==> src/rtl/stage_ctrl.sv <==
// Multi-cycle FETCH/DECODE/EXEC/MEM/WB sequencer for the Pillar RV32I core.
// Instruction class sets which stages run; an illegal opcode parks the core in HALT.
module stage_ctrl (
  input  logic        clk,
  input  logic        reset,
  input  logic        run_i,
  input  logic [31:0] ir_i,
  input  logic        mem_ack_i,
  output logic [2:0]  stage_o,
  output logic        ir_we_o,
  output logic        mem_req_o,
  output logic        mem_we_o,
  output logic        mem_ifetch_o,
  output logic        wd_q_o,
  output logic        pc_we_o,
  output logic        halted_o,
  output logic [31:0] retire_cnt_o
);

  typedef enum logic [2:0] {
    ST_FETCH  = 3'd0,
    ST_DECODE = 3'd1,
    ST_EXEC   = 3'd2,
    ST_MEM    = 3'd3,
    ST_WB     = 3'd4,
    ST_HALT   = 3'd7
  } stage_e;

  localparam logic [6:0] OP_R    = 7'b0110011;
  localparam logic [6:0] OP_I    = 7'b0010011;
  localparam logic [6:0] OP_L    = 7'b0000011;
  localparam logic [6:0] OP_S    = 7'b0100011;
  localparam logic [6:0] OP_B    = 7'b1100011;
  localparam logic [6:0] OP_U    = 7'b0110111;
  localparam logic [6:0] OP_JAL  = 7'b1101111;
  localparam logic [6:0] OP_JALR = 7'b1100111;

  stage_e      stage_q;
  logic        pend_q;
  logic        ld_q, st_q, br_q;
  logic        ir_we_q, wd_q_q, pc_we_q, halted_q;
  logic [31:0] cnt_q;

  logic [6:0] opc;
  logic       is_ld, is_st, is_br, legal, rd_nz;
  logic       unused_ir;

  assign opc       = ir_i[6:0];
  assign is_ld     = (opc == OP_L);
  assign is_st     = (opc == OP_S);
  assign is_br     = (opc == OP_B);
  assign legal     = is_ld | is_st | is_br | (opc == OP_R) | (opc == OP_I) |
                     (opc == OP_U) | (opc == OP_JAL) | (opc == OP_JALR);
  assign rd_nz     = |ir_i[11:7];
  assign unused_ir = ^ir_i[31:12];

  // Fetch request follows run_i until raised, then pend_q holds it to the ack.
  assign mem_req_o    = ((stage_q == ST_FETCH) && (run_i || pend_q)) || (stage_q == ST_MEM);
  assign mem_ifetch_o = (stage_q == ST_FETCH) && (run_i || pend_q);
  assign mem_we_o     = (stage_q == ST_MEM) && st_q;

  assign stage_o      = stage_q;
  assign ir_we_o      = ir_we_q;
  assign wd_q_o       = wd_q_q;
  assign pc_we_o      = pc_we_q;
  assign halted_o     = halted_q;
  assign retire_cnt_o = cnt_q;

  always_ff @(posedge clk) begin
    if (reset) begin
      stage_q  <= ST_FETCH;
      pend_q   <= 1'b0;
      ld_q     <= 1'b0;
      st_q     <= 1'b0;
      br_q     <= 1'b0;
      ir_we_q  <= 1'b0;
      wd_q_q   <= 1'b0;
      pc_we_q  <= 1'b0;
      halted_q <= 1'b0;
      cnt_q    <= 32'd0;
    end else begin
      ir_we_q <= 1'b0;
      wd_q_q  <= 1'b0;
      pc_we_q <= 1'b0;
      cnt_q   <= cnt_q + {31'd0, pc_we_q};
      case (stage_q)
        ST_FETCH: begin
          if (mem_req_o) begin
            if (mem_ack_i) begin
              stage_q <= ST_DECODE;
              ir_we_q <= 1'b1;
              pend_q  <= 1'b0;
            end else begin
              pend_q  <= 1'b1;
            end
          end
        end
        ST_DECODE: begin
          if (legal) begin
            stage_q <= ST_EXEC;
            ld_q    <= is_ld;
            st_q    <= is_st;
            br_q    <= is_br;
            // Branches retire in EXEC, so their strobe is armed here.
            pc_we_q <= is_br;
          end else begin
            stage_q  <= ST_HALT;
            halted_q <= 1'b1;
          end
        end
        ST_EXEC: begin
          if (ld_q || st_q) begin
            stage_q <= ST_MEM;
          end else if (br_q) begin
            stage_q <= ST_FETCH;
          end else begin
            stage_q <= ST_WB;
            wd_q_q  <= rd_nz;
            pc_we_q <= 1'b1;
          end
        end
        ST_MEM: begin
          if (mem_ack_i) begin
            pc_we_q <= 1'b1;
            if (st_q) begin
              stage_q <= ST_FETCH;
            end else begin
              stage_q <= ST_WB;
              wd_q_q  <= rd_nz;
            end
          end
        end
        ST_WB:   stage_q <= ST_FETCH;
        ST_HALT: stage_q <= ST_HALT;
        default: stage_q <= ST_FETCH;
      endcase
    end
  end

endmodule

==> config.mk <==
export PLATFORM = sky130hd
export DESIGN_NAME = stage_ctrl
export DESIGN_NICKNAME = d
export VERILOG_FILES = /design/src/rtl/stage_ctrl.sv
export SDC_FILE = /design/constraint.sdc
export NUM_CORES = 1
export LEC_CHECK = 0
export CAP_MARGIN = 30
export CORE_AREA = 8 8 78 80
export DETAILED_ROUTE_END_ITERATION = 8
export DIE_AREA = 0 0 86 88
export PLACE_DENSITY = 0.76
export SLEW_MARGIN = 0
export SYNTH_ARGS = -nofsm -noshare
export SYNTH_HDL_FRONTEND = slang
export SYNTH_SLANG_ARGS = --single-unit
export TNS_END_PERCENT = 10
==> constraint.sdc <==
create_clock -name clk -period 2.3 [get_ports clk]
set_input_delay 0.46 -clock clk [delete_from_list [all_inputs] [get_ports clk]]
set_output_delay 0.46 -clock clk [all_outputs]
set_load 0.005 [all_outputs]
**After elaboration in Yosys (flattened, before gate mapping)**

Cells that the tools add are included.

- $mul: 0
- Shift operators: 0
- Reduce and logical (&&, ||, !) cells: 12
- Div/mod/pow operators: 0
- Bitwise logic cells: 10
- Multiplexer cells: 19
- Add/sub/neg operators: 1
- Equal/unequal tests: 15
- $lt $le $gt $ge: 0

Operators with widths:

| kind | count |
|---|---|
| $add 32x1->32 | 1 |
| $eq 7x6->1 const B | 3 |
| $eq 7x7->1 const B | 3 |
| $mux 3 | 7 |
| $pmux 3 s5 | 1 |
| $mux 1 | 9 |
| $eq 7x2->1 const B | 1 |
| $eq 7x5->1 const B | 1 |
| $or 1x1->1 | 7 |
| $eq 3x2->1 const B | 2 |
| $ne 2x2->1 const B | 3 |
| $reduce_and 2->1 | 3 |
| $reduce_or 5->1 | 1 |
| $eq 3x1->1 const B | 1 |
| $eq 3x3->1 const B | 1 |
| $logic_not 3->1 | 1 |
| $logic_or 1x1->1 | 3 |
| $not 1->1 | 3 |
| $pmux 1 s3 | 1 |
| $reduce_and 3->1 | 1 |
| $reduce_or 3->1 | 1 |
| $logic_and 1x1->1 | 2 |
| $pmux 1 s2 | 1 |

- Bits of input ports: 36
- Bits in writable memories: 0
- Bits in registers: 43
- Memories: 0
- Bits in read-only memories: 0
- Bits in latches: 0
- Output and inout bits: 42

**Depth between registers and ports, before layout**

Gate-level depths: netlist of run 1.

- Word-level depth: 10
- Depth in mapped cells: 7

**Least setup slack after synthesis of run 1**

OpenSTA, ideal clock, no wires.

- Kind: input -> register
- From: input ir_i[4]
- To: register pc_we_q (netlist: pc_we_o)
- Cell stages on the path: 5
- Setup slack: 0.396 ns
- Arrival time: 1.804 ns
- Setup time: 0.100 ns
- Cells stage by stage: nand2b_1 a21boi_1 o311ai_4 or4_4 a2111oi_4

- Longest elaborated chain between the ends: 10

RTL lines:

| item | line | text |
|---|---|---|
| start, declared | 7 | `input logic [31:0] ir_i,` |
| $eq 7x2->1 / $eq 7x6->1 (equally long branches) | 49, 50 |  |
| $or 1x1->1 (5 in series) | 52 | `assign legal = is_ld \| is_st \| is_br \| (opc == OP_R) \| (opc == OP_I) \|` |
| $or 1x1->1 (2 in series) | 53 | `(opc == OP_U) \| (opc == OP_JAL) \| (opc == OP_JALR);` |
| $mux 1 * | 99 | `if (legal) begin` |
| $pmux 1 s3 * | 86 | `case (stage_q)` |
| end signal, assigned | 105 | `pc_we_q <= is_br;` |
| end, declared | 41 | `logic ir_we_q, wd_q_q, pc_we_q, halted_q;` |

Mark *: on every way between the ends. The rest lies on a longest branch, timed or not.
A chain may end at the register's enable or synchronous reset.

**Worst setup path in the final report of run 1**

- From: input run_i
- To: output mem_req_o

- Longest elaborated chain between the ends: 3

RTL lines:

| item | line | text |
|---|---|---|
| start, declared | 6 | `input logic run_i,` |
| $logic_or 1x1->1 | 58 | `assign mem_req_o = ((stage_q == ST_FETCH) && (run_i \|\| pend_q)) \|\| (stage_q == ST_MEM);` |
| $logic_and 1x1->1 | 58 |  |
| $logic_or 1x1->1 | 58 |  |
| end, declared | 11 | `output logic mem_req_o,` |

No other way between the ends.

==> results.md, run 1 <==
- The run finished with clean final reports.
- The critical path goes through clkdlybuf4s50_1 > o21a_1 > nand2b_1 > clkdlybuf4s50_1.
- The later-pin clock latency in the skew report is 0.29 ns.
- The TritonCTS clock tree is built.
- The clock tree synthesis step divided the H-tree into 2 levels.
- After synthesis, the share of flip-flops with an asynchronous set or reset is 0.
- For the final routed database, the setup TNS stands at 0 ns.
- The highest cell delay on the worst timing path is 0.50 ns.
- The overall via count from detail_route is 1,889.
- In the final layout, the share of cells above drive strength 1 is 0.118.
- By startpoint and endpoint, the worst setup path is classified as input pin to output port.
- The number of global-route vias before repair came to 1,813.
- The utilization of the core after routing is 0.587.
- The share of synthesized area in the top cell type comes to 0.414.
- When the netlist entered floorplanning its net count stood at 272.
- The number of unique standard cell types used by synthesis is 43.
- The share of the clock period used by the worst path after layout is 0.939.
- In the synthesized netlist, the cells that appear most often are dfxtp_1 (43), nor2_1 (40), nand2_1 (17).
- The final hold violation count is 0.
- The final standard cell count with taps included and fillers excluded is 374.
- A synthesized cell averages 8.89 um^2.
- Global routing finished with a remaining overflow of 0.
- The tree is rooted in a clkbuf_8.
- The worst hold path belongs to the class register to register.
- The areal power density over the cells is 581 nW/um^2.
- Of the total synthesized cell area, the portion taken by AND, OR, NAND and NOR gates is 0.315.
- Of the total synthesized cell area, the portion taken by full adders, half adders and majority gates is 0.0120.
- For this run, the number of Yosys warnings is 0.
- After legalization and detailed placement, the total HPWL measured 3.82 mm.
- The critical path capture point type is an output port.
- The worst pin sits at a relative slew slack of 0.723.
- Setup repair after global routing left no endpoint under its margin.
- Derived from the worst setup path, the maximum achievable clock frequency is 463 MHz.
- The kind of cell adding the most delay to the critical path is buffers and inverters.
- Among all stages on the critical path, the largest delay is contributed by clkdlybuf4s50_1.
- Dividing the detail-routed wire length by the instance count gives 13.0 um.
- Setup violations remaining at the end of the flow were counted as 0.
- The required time of the worst setup path is 1.84 ns.
- The detailed router's first-iteration violation count is 71.
- The reported leakage power is 0.985 nW.
- The worst path in the final design needs a cycle of 2.16 ns, including I/O delays and setup.
- The congestion estimate from routability-driven global placement came to 0.809.
- For the final database, setup skew stands at 0.00676 ns.
- The sequential share of the synthesized area is 0.414.
- After synthesis, the cell types taking the most area are dfxtp_1 (41%), nor2_1 (7.2%), xor2_1 (5.9%), xnor2_1 (5.1%), nand4_1 (3.3%).
- The most common cell in the synthesized netlist is dfxtp_1.
- After floorplanning, the core was sized to cover 4910 um^2.
- The worst setup path is launched from an input pin.
- Summed over all layers, the routed wires come to 4.87 mm.
- Across every metal layer, demand over resource in global routing totals 0.132.
- The portion of synthesized area spent on multiplexers is 0.
- The cell area after synthesis is 2080 um^2.
- Along the worst path, the maximum fanout reaches 3.
- After synthesis, the largest family of logic cells by area is simple AND/OR/NAND/NOR gates.
- The post-detailed-route via-to-cell ratio is 5.05.
- The die covers 7570 um^2.
- The fraction of synthesized cell area in xor and xnor cells is 0.110.
- Entering global routing, the biggest net connects 17 pins.
- TritonCTS created 5 clock buffers.
- The first-pass GRT wire length is 8.19 mm.
- The number of top-level design ports is 78.
- The worst-case IR drop observed on VDD is 405 uV.
- After floorplanning, the core was divided into 26 placement rows.
- The count of final max-slew check failures is 0.
- The detail route stage leaves a number of antenna-violating nets equal to 0.
- In the final design database the tool counted 341 nets.
- The effective utilization at floorplan is 0.423.
- The count of flip-flops with a built-in enable after synthesis is 0.
- Summed over all instances, the cell type with the most area after synthesis is dfxtp_1.
- For this run, the leading register cell type out of synthesis is dfxtp_1.
- The number of synthesized register bits is 43.
- The cell seen most often among critical-path stages is clkdlybuf4s50_1.
- Compared with the post-synthesis result, the final layout area differs by 38.6%.
- The clock-pin slew on the worst setup and hold paths is 0.08 ns.
- The total of buffers placed on input and output ports is 57.
- The slew at the pin with the worst max-slew slack is 0.412 ns.
- The arrival time at the worst endpoint is 1.70 ns.
- The height of the die is 88 um.
- The number of diodes is 0.
- The first-pass iteration count of the detailed router is 4.
- Measured along the x axis, the die boundary spans 86 um.
- In the routed design, unresolved DRC markers number 0.
- CTS saw 43 sinks.
- The number of buffers and inverters on the critical path is 2.
- The max-cap violation count is 0.
- The number of antenna violations at the first check in global routing came to 0.
- Counting tap cells, the placed design contains a total of 366 instances.
- The compound-gate portion of the synthesized area is 0.113.
- The total power of the final layout is 1.67 mW.
- The gate count of the mapped netlist is 234.
- The clock tree buffer depth is 2.
## logic make-up (layout without fill, tap and decap cells)
logic type,after synthesis,count (layout)
AO/OA/AOI/OAI,32,32
XOR/XNOR,26,26
adder cells (fa/ha/maj),2,2
buffers and inverters,15,85
flip-flops,43,43
AND/OR/NAND/NOR,116,116
## worst min-delay path, stage by stage (launching register included)
cell     delay [ns]
dfxtp_1        0.33
nand2_1        0.05
a21oi_1        0.05
## where the power goes
part / internal [mW] / switching (mW) / leakage [nW]
logic: 0.225 / 0.190 / 0.591
clock network: 0.208 / 0.254 / 0.0477
registers: 0.774 / 0.0223 / 0.347
total: 1.21 / 0.466 / 0.985
## layout make-up
class                           instances  area (um^2)
Clock buffer                            5         68.8
Clock inverter                          3         15.0
Fill cell                             429         2030
Inverter                                5         18.8
Multi-Input combinational cell        176         1150
Sequential cell                        43          861
Tap cell                               70         87.6
Timing Repair Buffer                   72          683
## final timing paths
path	from	end	slack, ns	cells after the start
worst max-delay path	run_i	mem_req_o	0.14	4
worst min-delay path	br_q	br_q	0.47	2
worst min register to register	br_q	br_q	0.47	2
worst max register to register	stage_o[2]	pc_we_o	0.39	5
## flip-flops by register name (all words and copies together) (netlist names)
register and cells:
br_q 1, st_q 1, retire_cnt_o 32, stage_o 3, wd_q_o 1, ld_q 1, ir_we_o 1, pend_q 1
halted_o 1, pc_we_o 1
## cells in the final DEF, fill, tap and decap left out, types with 3 or more instances in the layout
cell / instances
clkinv_2: 3
nor3_1: 4
dfxtp_1: 43
o21ai_0: 7
nand2_1: 17
nand3_1: 6
and3_1: 5
nand3b_1: 3
xnor2_1: 12
xor2_1: 14
nor3b_2: 3
or3_1: 5
clkdlybuf4s50_1: 57
or4_1: 3
nand4_1: 11
inv_1: 4
and4_1: 4
o31ai_1: 3
nor2_1: 40
clkbuf_8: 5
nor2b_1: 3
a21oi_1: 12
buf_4: 15
## routing by layer
layer	part of all wire	track usage
met5	0	0
met4	0.014	0.0446
met3	0.075	0.0422
met2	0.49	0.234
met1	0.42	0.146
## metrics by stage
stage / worst slack [ns] / hold WS [ns] / area, um^2
floorplan: 0.396 / 0.449 / 2080
global placement: -0.130 / 0.464 / 2790
detailed placement: -0.161 / 0.464 / 2790
CTS: 0.0243 / 0.478 / 2880
global route: 0.0227 / 0.520 / 2880
finish: 0.141 / 0.475 / 2880
## repair_timing
action,CTS,global route
endpoints found under the setup margin,0,1
resized for setup,0,1
setup buffers,0,0
endpoints found under the hold margin,0,0
hold buffers,0,0
(Power assumes the default switching activity.)
==> run 2, diff against run 1 <==
PLACE_DENSITY = 0.8   (was 0.76)
==> run 2 against run 1 <==
Net effect:
- clock skew rose by 0.0025 ns
- sequential cell count did not move
- total power rose by 7.5%
- clock power rose by 30%
- routed wire length fell by 0.74%
- design area rose by 0.65%
- die area did not move
- critical path type is now register to output port
==> results.md, run 2 (synthesized netlist as in run 1, its figures left out) <==
- The run finished with clean final reports.
- The areal power density over the cells is 620 nW/um^2 (+6.8%).
- The area of the multi-input gates came to 1150 um^2 (+0.55%).
- The max-cap violation count is 0 (unchanged).
- The highest achievable clock rate is 465 MHz (+0.42%).
- In the layout the commonest cells are clkdlybuf4s50_1 (57), dfxtp_1 (42), nor2_1 (40).
- The clock tree buffer depth is 2 (unchanged).
- The number of setup violations in the final report was 0 (unchanged).
- The net total in the final layout is 338 (-0.88%).
- The detailed router's first-iteration violation count is 109 (+54%).
- Setup repair after global routing left no endpoint under its margin.
- The max-slew headroom at the worst pin came to 0.756 (+0.0324).
- The global-route usage over all layers is 0.129 (-0.00285).
- The root buffer cell chosen for the clock tree is clkbuf_8.
- The most common cell after layout, fill and taps aside is clkdlybuf4s50_1.
- The count of final max-slew check failures came to 0 (unchanged).
- The number of diodes came to 0 (unchanged).
- The detailed-route wire length per cell is 13.0 um (about the same).
- The required time of the worst setup path is 1.84 ns (about the same).
- The layout filler cell count was 425 (-0.93%).
- The first-pass iteration count of the detailed router came to 4 (unchanged).
- The fraction of layout cells with a size suffix above 1 is 0.113 (-0.00546).
- The path class of the tightest hold or removal check is register to register.
- The post-detailed-route via-to-cell ratio is 5.04 (-0.21%).
- The reported leakage power is 0.988 nW (+0.23%).
- The worst clock skew is 0.00929 ns (+0.00253 ns).
- The post-route DRC violation count is 0 (unchanged).
- The sequential share of power was 0.457 (-0.019).
- The arrival time at the worst endpoint is 1.69 ns (about the same).
- The proportion of power drawn by combinational gates came to 0.210 (-0.038).
- The number of antenna violations at the first check in global routing was 0 (unchanged).
- The clock net sink count is 43 (unchanged).
- The worst reg2reg path depth is 5 (unchanged).
- The full die area is 7570 um^2 (unchanged).
- The flip-flop count of the largest register, all copies and words added was 32 (unchanged).
- The largest net degree at the start of global routing is 21 (+4).
- The worst-case vdd ir drop is 548 uV (+35%).
- The worst register-to-register path begins at stage_o[1].
- The worst register-to-register path ends at pc_we_o.
- The number of antenna-violating nets in the routed design was 0 (unchanged).
- The effective utilization at floorplan is 0.423 (unchanged).
- The half-perimeter wire length of the detailed placement result is 3.70 mm (-3.0%).
- The total setup buffers inserted after CTS was 0 (unchanged).
- The internal reg-to-reg setup slack was 0.37 ns (-0.02 ns).
- The final hold violation count was 0 (unchanged).
- The critical path ends at mem_req_o.
- Relative to the synthesized area, the layout overhead comes to 39.5%.
- The area of all sequential standard cells is 862 um^2 (+0.15%).
- The first-pass GRT wire length is 8.05 mm (-1.7%).
- The post-route minimum period is 2.15 ns (-0.00899 ns).
- The cell-internal power is 1.35 mW (+12%).
- The post-placement cell count is 363 (-0.82%).
- The critical path capture point type is an output port.
- The die boundary width is 86 um (unchanged).
- The critical-path maximum fanout is 12 (+9).
- The routability congestion estimate is 0.779 (-3.8%).
- The later-pin clock latency in the skew report was 0.29 ns (about the same).
- The aggregate global routing overflow was 0 (unchanged).
- The share of the clock period used by the worst path after layout is 0.935 (-0.00391).
- The area of the placeable core was 4910 um^2 (unchanged).
- The part of the power in the clock network is 0.333 (+0.057).
- The total wire length after detailed routing is 4.83 mm (-0.74%).
- The critical path is of the register to output port type.
- The slew at the pin with the worst max-slew slack is 0.364 ns (-0.0483 ns).
- The clock-pin slew on the worst setup and hold paths was 0.08 ns (about the same).
- The final standard cell count with taps included and fillers excluded is 371 (-0.80%).
- TritonCTS built the clock tree.
- The total of buffers placed on input and output ports is 57 (unchanged).
- The count of H-tree levels built during CTS was 2 (unchanged).
- The height of the die is 88 um (unchanged).
- The number of global-route vias before repair is 1,825 (+0.66%).
- The overall via count from detail_route came to 1,870 (-1.0%).
- The number of top-level design ports is 78 (unchanged).
- The worst setup path is launched from a register.
- The hold-fix buffer count after cts is 0 (unchanged).
- The number of standard-cell rows in the floorplan is 26 (unchanged).
- The total power of the final layout was 1.80 mW (+7.5%).
- The launch point of the critical path is stage_o[0].
- The total clock buffers created by CTS came to 5 (unchanged).
- The switching part of the total power is 0.251 (-0.0275).
- The net switching power of the design was 0.452 mW (-3.1%).
run 2: stage by stage:
step                      setup slack (ns)  setup TNS [ns]  cell area [um^2]  hold slack (ns)   util
after floorplan                      0.396               0              2080            0.449      -
after global placement              -0.120          -0.120              2770            0.460  0.564
after detailed placement            -0.150          -0.150              2770            0.466  0.564
after CTS                           0.0459               0              2890            0.479  0.589
after global routing                0.0362               0              2900            0.512  0.591
final                                0.150               0              2900            0.482  0.591
run 2: how the worst min path moves through the flow:
stage,startpoint,cells past startpoint,slack (ns),to
2_1_floorplan,br_q,2,0.45,br_q
3_5_place_dp,br_q,2,0.47,br_q
4_1_cts,br_q,2,0.48,br_q
5_1_grt,br_q,2,0.51,br_q
3_3_place_gp,br_q,2,0.46,br_q
6_report,br_q,2,0.48,br_q
run 2: what timing repair did:
item | 4_1_cts | 5_1_grt
resized for setup | 1 | 2
endpoints found under the hold margin | 0 | 0
gates cloned | 0 | 0
pin swaps | 0 | 1
setup endpoints to repair | 1 | 1
run 2: critical path, cell delays in order, from the launching register on:
cell	delay, ns
dfxtp_2	0.40
nor3_4	0.22
o21a_1	0.18
nand2b_1	0.10
clkdlybuf4s50_1	0.49
run 2: metal layers:
metal | GRT usage | share of wire | up-vias
met1 | 0.136 | 0.42 | 867
li1 | - | - | 955
met5 | 0 | 0 | -
met4 | 0.0398 | 0.0043 | 0
met2 | 0.239 | 0.52 | 46
met3 | 0.0403 | 0.059 | 2
run 2: layout make-up:
| class | count | share of cell area |
|---|---|---|
| clock buffers | 6 | 0.0285 |
| clock inverters | 2 | 0.0121 |
| inverters | 5 | 0.00647 |
| multi-input cells | 176 | 0.398 |
| flip-flops and latches | 43 | 0.297 |
| well taps | 70 | 0.0302 |
| repair buffers | 69 | 0.228 |
run 2: power groups by stage:
stage	logic, mW	clock network, mW	registers, mW
6_report	0.377	0.599	0.823
2_1_floorplan	0.229	0	0.812
4_1_cts	0.375	0.613	0.816
5_1_grt	0.413	0.645	0.831
3_3_place_gp	0.365	0	0.828
3_5_place_dp	0.370	0	0.830
==> run 3, diff against run 2 <==
GPL_TIMING_DRIVEN = 0   (was not set)
==> run 3 against run 2 <==
Net effect:
- design area is 2.6% lower
- cell count shrank 1.1%
- critical path depth increased by 1
- critical endpoint unchanged
- total power is 8.1% lower
- sequential cell count did not move
==> results.md, run 3 (synthesized netlist as in run 1, its figures left out) <==
- The post-route minimum period is 2.27 ns (+0.116 ns).
- The effective utilization at floorplan came to 0.423 (unchanged).
- The worst-case vdd ir drop was 412 uV (-25%).
- STA classifies the critical path endpoint as an output port.
- The number of antenna violations at the first check in global routing came to 0 (unchanged).
- The cell area after placement is 2730 um^2 (-1.6%).
- The post-synthesis to final-layout area growth is 35.9%.
- The later-pin clock latency in the skew report was 0.29 ns (about the same).
- The worst reg2reg path depth is 7 (+2).
- The worst clock skew came to 0.00758 ns (-0.00170 ns).
- The share of the clock period used by the worst path after layout is 0.985 (+0.0505).
- The number of antenna-violating nets in the routed design is 0 (unchanged).
- The detailed-route wire length per cell came to 13.1 um (+0.57%).
- The worst setup path is of the register to output port kind.
- The first-pass GRT wire length is 7.82 mm (-2.9%).
- The number of standard-cell rows in the floorplan is 26 (unchanged).
- The number of top-level design ports is 78 (unchanged).
- The total setup buffers inserted after CTS is 0 (unchanged).
- The die boundary width is 86 um (unchanged).
- The count of final max-slew check failures is 0 (unchanged).
- The net switching power of the design is 0.462 mW (+2.2%).
- The fraction of layout cells with a size suffix above 1 is 0.0842 (-0.0288).
- The part of the power in the clock network is 0.283 (-0.050).
- The slew at the pin with the worst max-slew slack is 0.541 ns (+0.178 ns).
- The areal power density over the cells is 586 nW/um^2 (-5.6%).
- In this run the most critical hold path is launched from halted_o.
- The switching part of the total power is 0.279 (+0.0280).
- The first-pass iteration count of the detailed router is 4 (unchanged).
- The overall via count from detail_route is 1,879 (+0.48%).
- The startpoint of the most critical register-to-register path is pc_we_o.
- The number of setup violations in the final report is 0 (unchanged).
- The half-perimeter wire length of the detailed placement result is 3.66 mm (-1.1%).
- The hold-fix buffer count after cts was 0 (unchanged).
- The total wire length after detailed routing came to 4.81 mm (-0.52%).
- The area of the placeable core is 4910 um^2 (unchanged).
- The arrival time at the worst endpoint is 1.81 ns (+0.12 ns).
- The final hold violation count is 0 (unchanged).
- The terminating pin of the worst hold path is halted_o.
- The cell-internal power is 1.19 mW (-11%).
- The flip-flop count of the largest register, all copies and words added came to 32 (unchanged).
- The required time of the worst setup path is 1.84 ns (about the same).
- The utilization of the core after routing was 0.575 (-0.0155).
- The run finished with clean final reports.
- The max-cap violation count was 0 (unchanged).
- The proportion of power drawn by combinational gates is 0.222 (+0.012).
- The height of the die is 88 um (unchanged).
- The layout filler cell count was 445 (+4.7%).
- The routability congestion estimate is 0.810 (+4.0%).
- The total clock buffers created by CTS is 5 (unchanged).
- The full die area came to 7570 um^2 (unchanged).
- The global-route usage over all layers came to 0.128 (-0.00177).
- The final cell area excluding filler cells was 2830 um^2 (-2.6%).
- STA classifies the critical path startpoint as a register.
- The reg-to-reg critical path endpoint is retire_cnt_o[20].
- The clock tree buffer depth came to 2 (unchanged).
- The critical-path maximum fanout is 9 (-3).
- The count of H-tree levels built during CTS was 2 (unchanged).
- The aggregate global routing overflow was 0 (unchanged).
- The worst min-delay path category is register to register.
- The clock-pin slew on the worst setup and hold paths is 0.08 ns (about the same).
- The highest achievable clock rate is 441 MHz (-5.1%).
- The internal reg-to-reg setup slack is 0.26 ns (-0.11 ns).
- The max-slew headroom at the worst pin is 0.636 (-0.119).
- The number of cells traversed by the worst hold path is 2 (unchanged).
- The area of the multi-input gates is 1160 um^2 (+0.22%).
- The root buffer cell is clkbuf_8.
- Leaving out fill and tap cells, the most frequent cells in the layout are clkdlybuf4s50_1 (56), dfxtp_1 (42), nor2_1 (40).
- The total of buffers placed on input and output ports is 56 (-1.8%).
- The largest net degree at the start of global routing is 14 (-33%).
- The net total in the final layout is 334 (-1.2%).
- TritonCTS built the clock tree.
- The number of diodes is 0 (unchanged).
- The library cell used most frequently in the layout, excluding fill and tap cells, is clkdlybuf4s50_1.
- The reported leakage power came to 0.948 nW (-4.0%).
- The area of all sequential standard cells is 862 um^2 (unchanged).
- The detailed router's first-iteration violation count came to 68 (-38%).
- The number of global-route vias before repair is 1,682 (-7.8%).
- The post-detailed-route via-to-cell ratio is 5.12 (+1.6%).
- The post-route DRC violation count is 0 (unchanged).
- The clock net sink count came to 43 (unchanged).
- Setup repair after global routing could not meet its margin everywhere.
- The sequential share of power is 0.495 (+0.038).
## run 3: worst max-delay path, stage by stage, from the launching register on
cell and delay (ns):
dfxtp_1 0.32, clkbuf_8 0.16, nor3_2 0.23, o21a_1 0.20, nand2b_1 0.11, clkdlybuf4s50_1 0.50
## run 3: metrics by stage
step | setup TNS (ns) | instances | total power [mW] | worst slack, ns | hold slack [ns]
after floorplan | 0 | 234 | 1.04 | 0.396 | 0.449
after global placement | -0.178 | 360 | 1.19 | -0.178 | 0.462
after detailed placement | -0.212 | 360 | 1.20 | -0.199 | 0.458
after CTS | 0 | 367 | 1.67 | 0.00741 | 0.487
after global routing | -0.130 | 367 | 1.74 | -0.0842 | 0.501
final | 0 | 367 | 1.65 | 0.0336 | 0.478
## run 3: final cells by class
class                      instances  area share
buffer                             9      0.0190
tap                               70      0.0310
sequential                        43       0.305
clock inverter                     2     0.00443
multi-input combinational        176       0.410
inverter                           5     0.00664
timing repair buffer              56       0.198
clock buffer                       6      0.0257
## run 3: worst max-delay path by stage
stage	endpoint	startpoint	depth (start not counted)
2_1_floorplan	pc_we_o	ir_i[4]	5
3_3_place_gp	pc_we_o	ir_i[5]	6
3_5_place_dp	pc_we_o	ir_i[5]	6
4_1_cts	retire_cnt_o[20]	pc_we_o	7
5_1_grt	mem_req_o	stage_o[1]	5
6_report	mem_req_o	stage_o[1]	5
## run 3: timing repair
action                                  4_1_cts  5_1_grt
gates resized for setup                       2        2
endpoints found under the setup margin        3       11
pin swaps                                     1        0
## run 3: layer usage
layer	global-route usage	vias up	wire length (um)
met1	0.149	878	2090
met3	0.0422	6	318
met2	0.214	44	2350
li1	-	951	-
met5	0	-	0
met4	0.0430	0	50
## run 3: power by group through the flow
stage / logic [mW] / clock network, mW / registers [mW]
2_1_floorplan: 0.229 / 0 / 0.812
3_3_place_gp: 0.381 / 0 / 0.811
3_5_place_dp: 0.385 / 0 / 0.812
4_1_cts: 0.369 / 0.483 / 0.815
5_1_grt: 0.405 / 0.509 / 0.825
6_report: 0.368 / 0.468 / 0.819
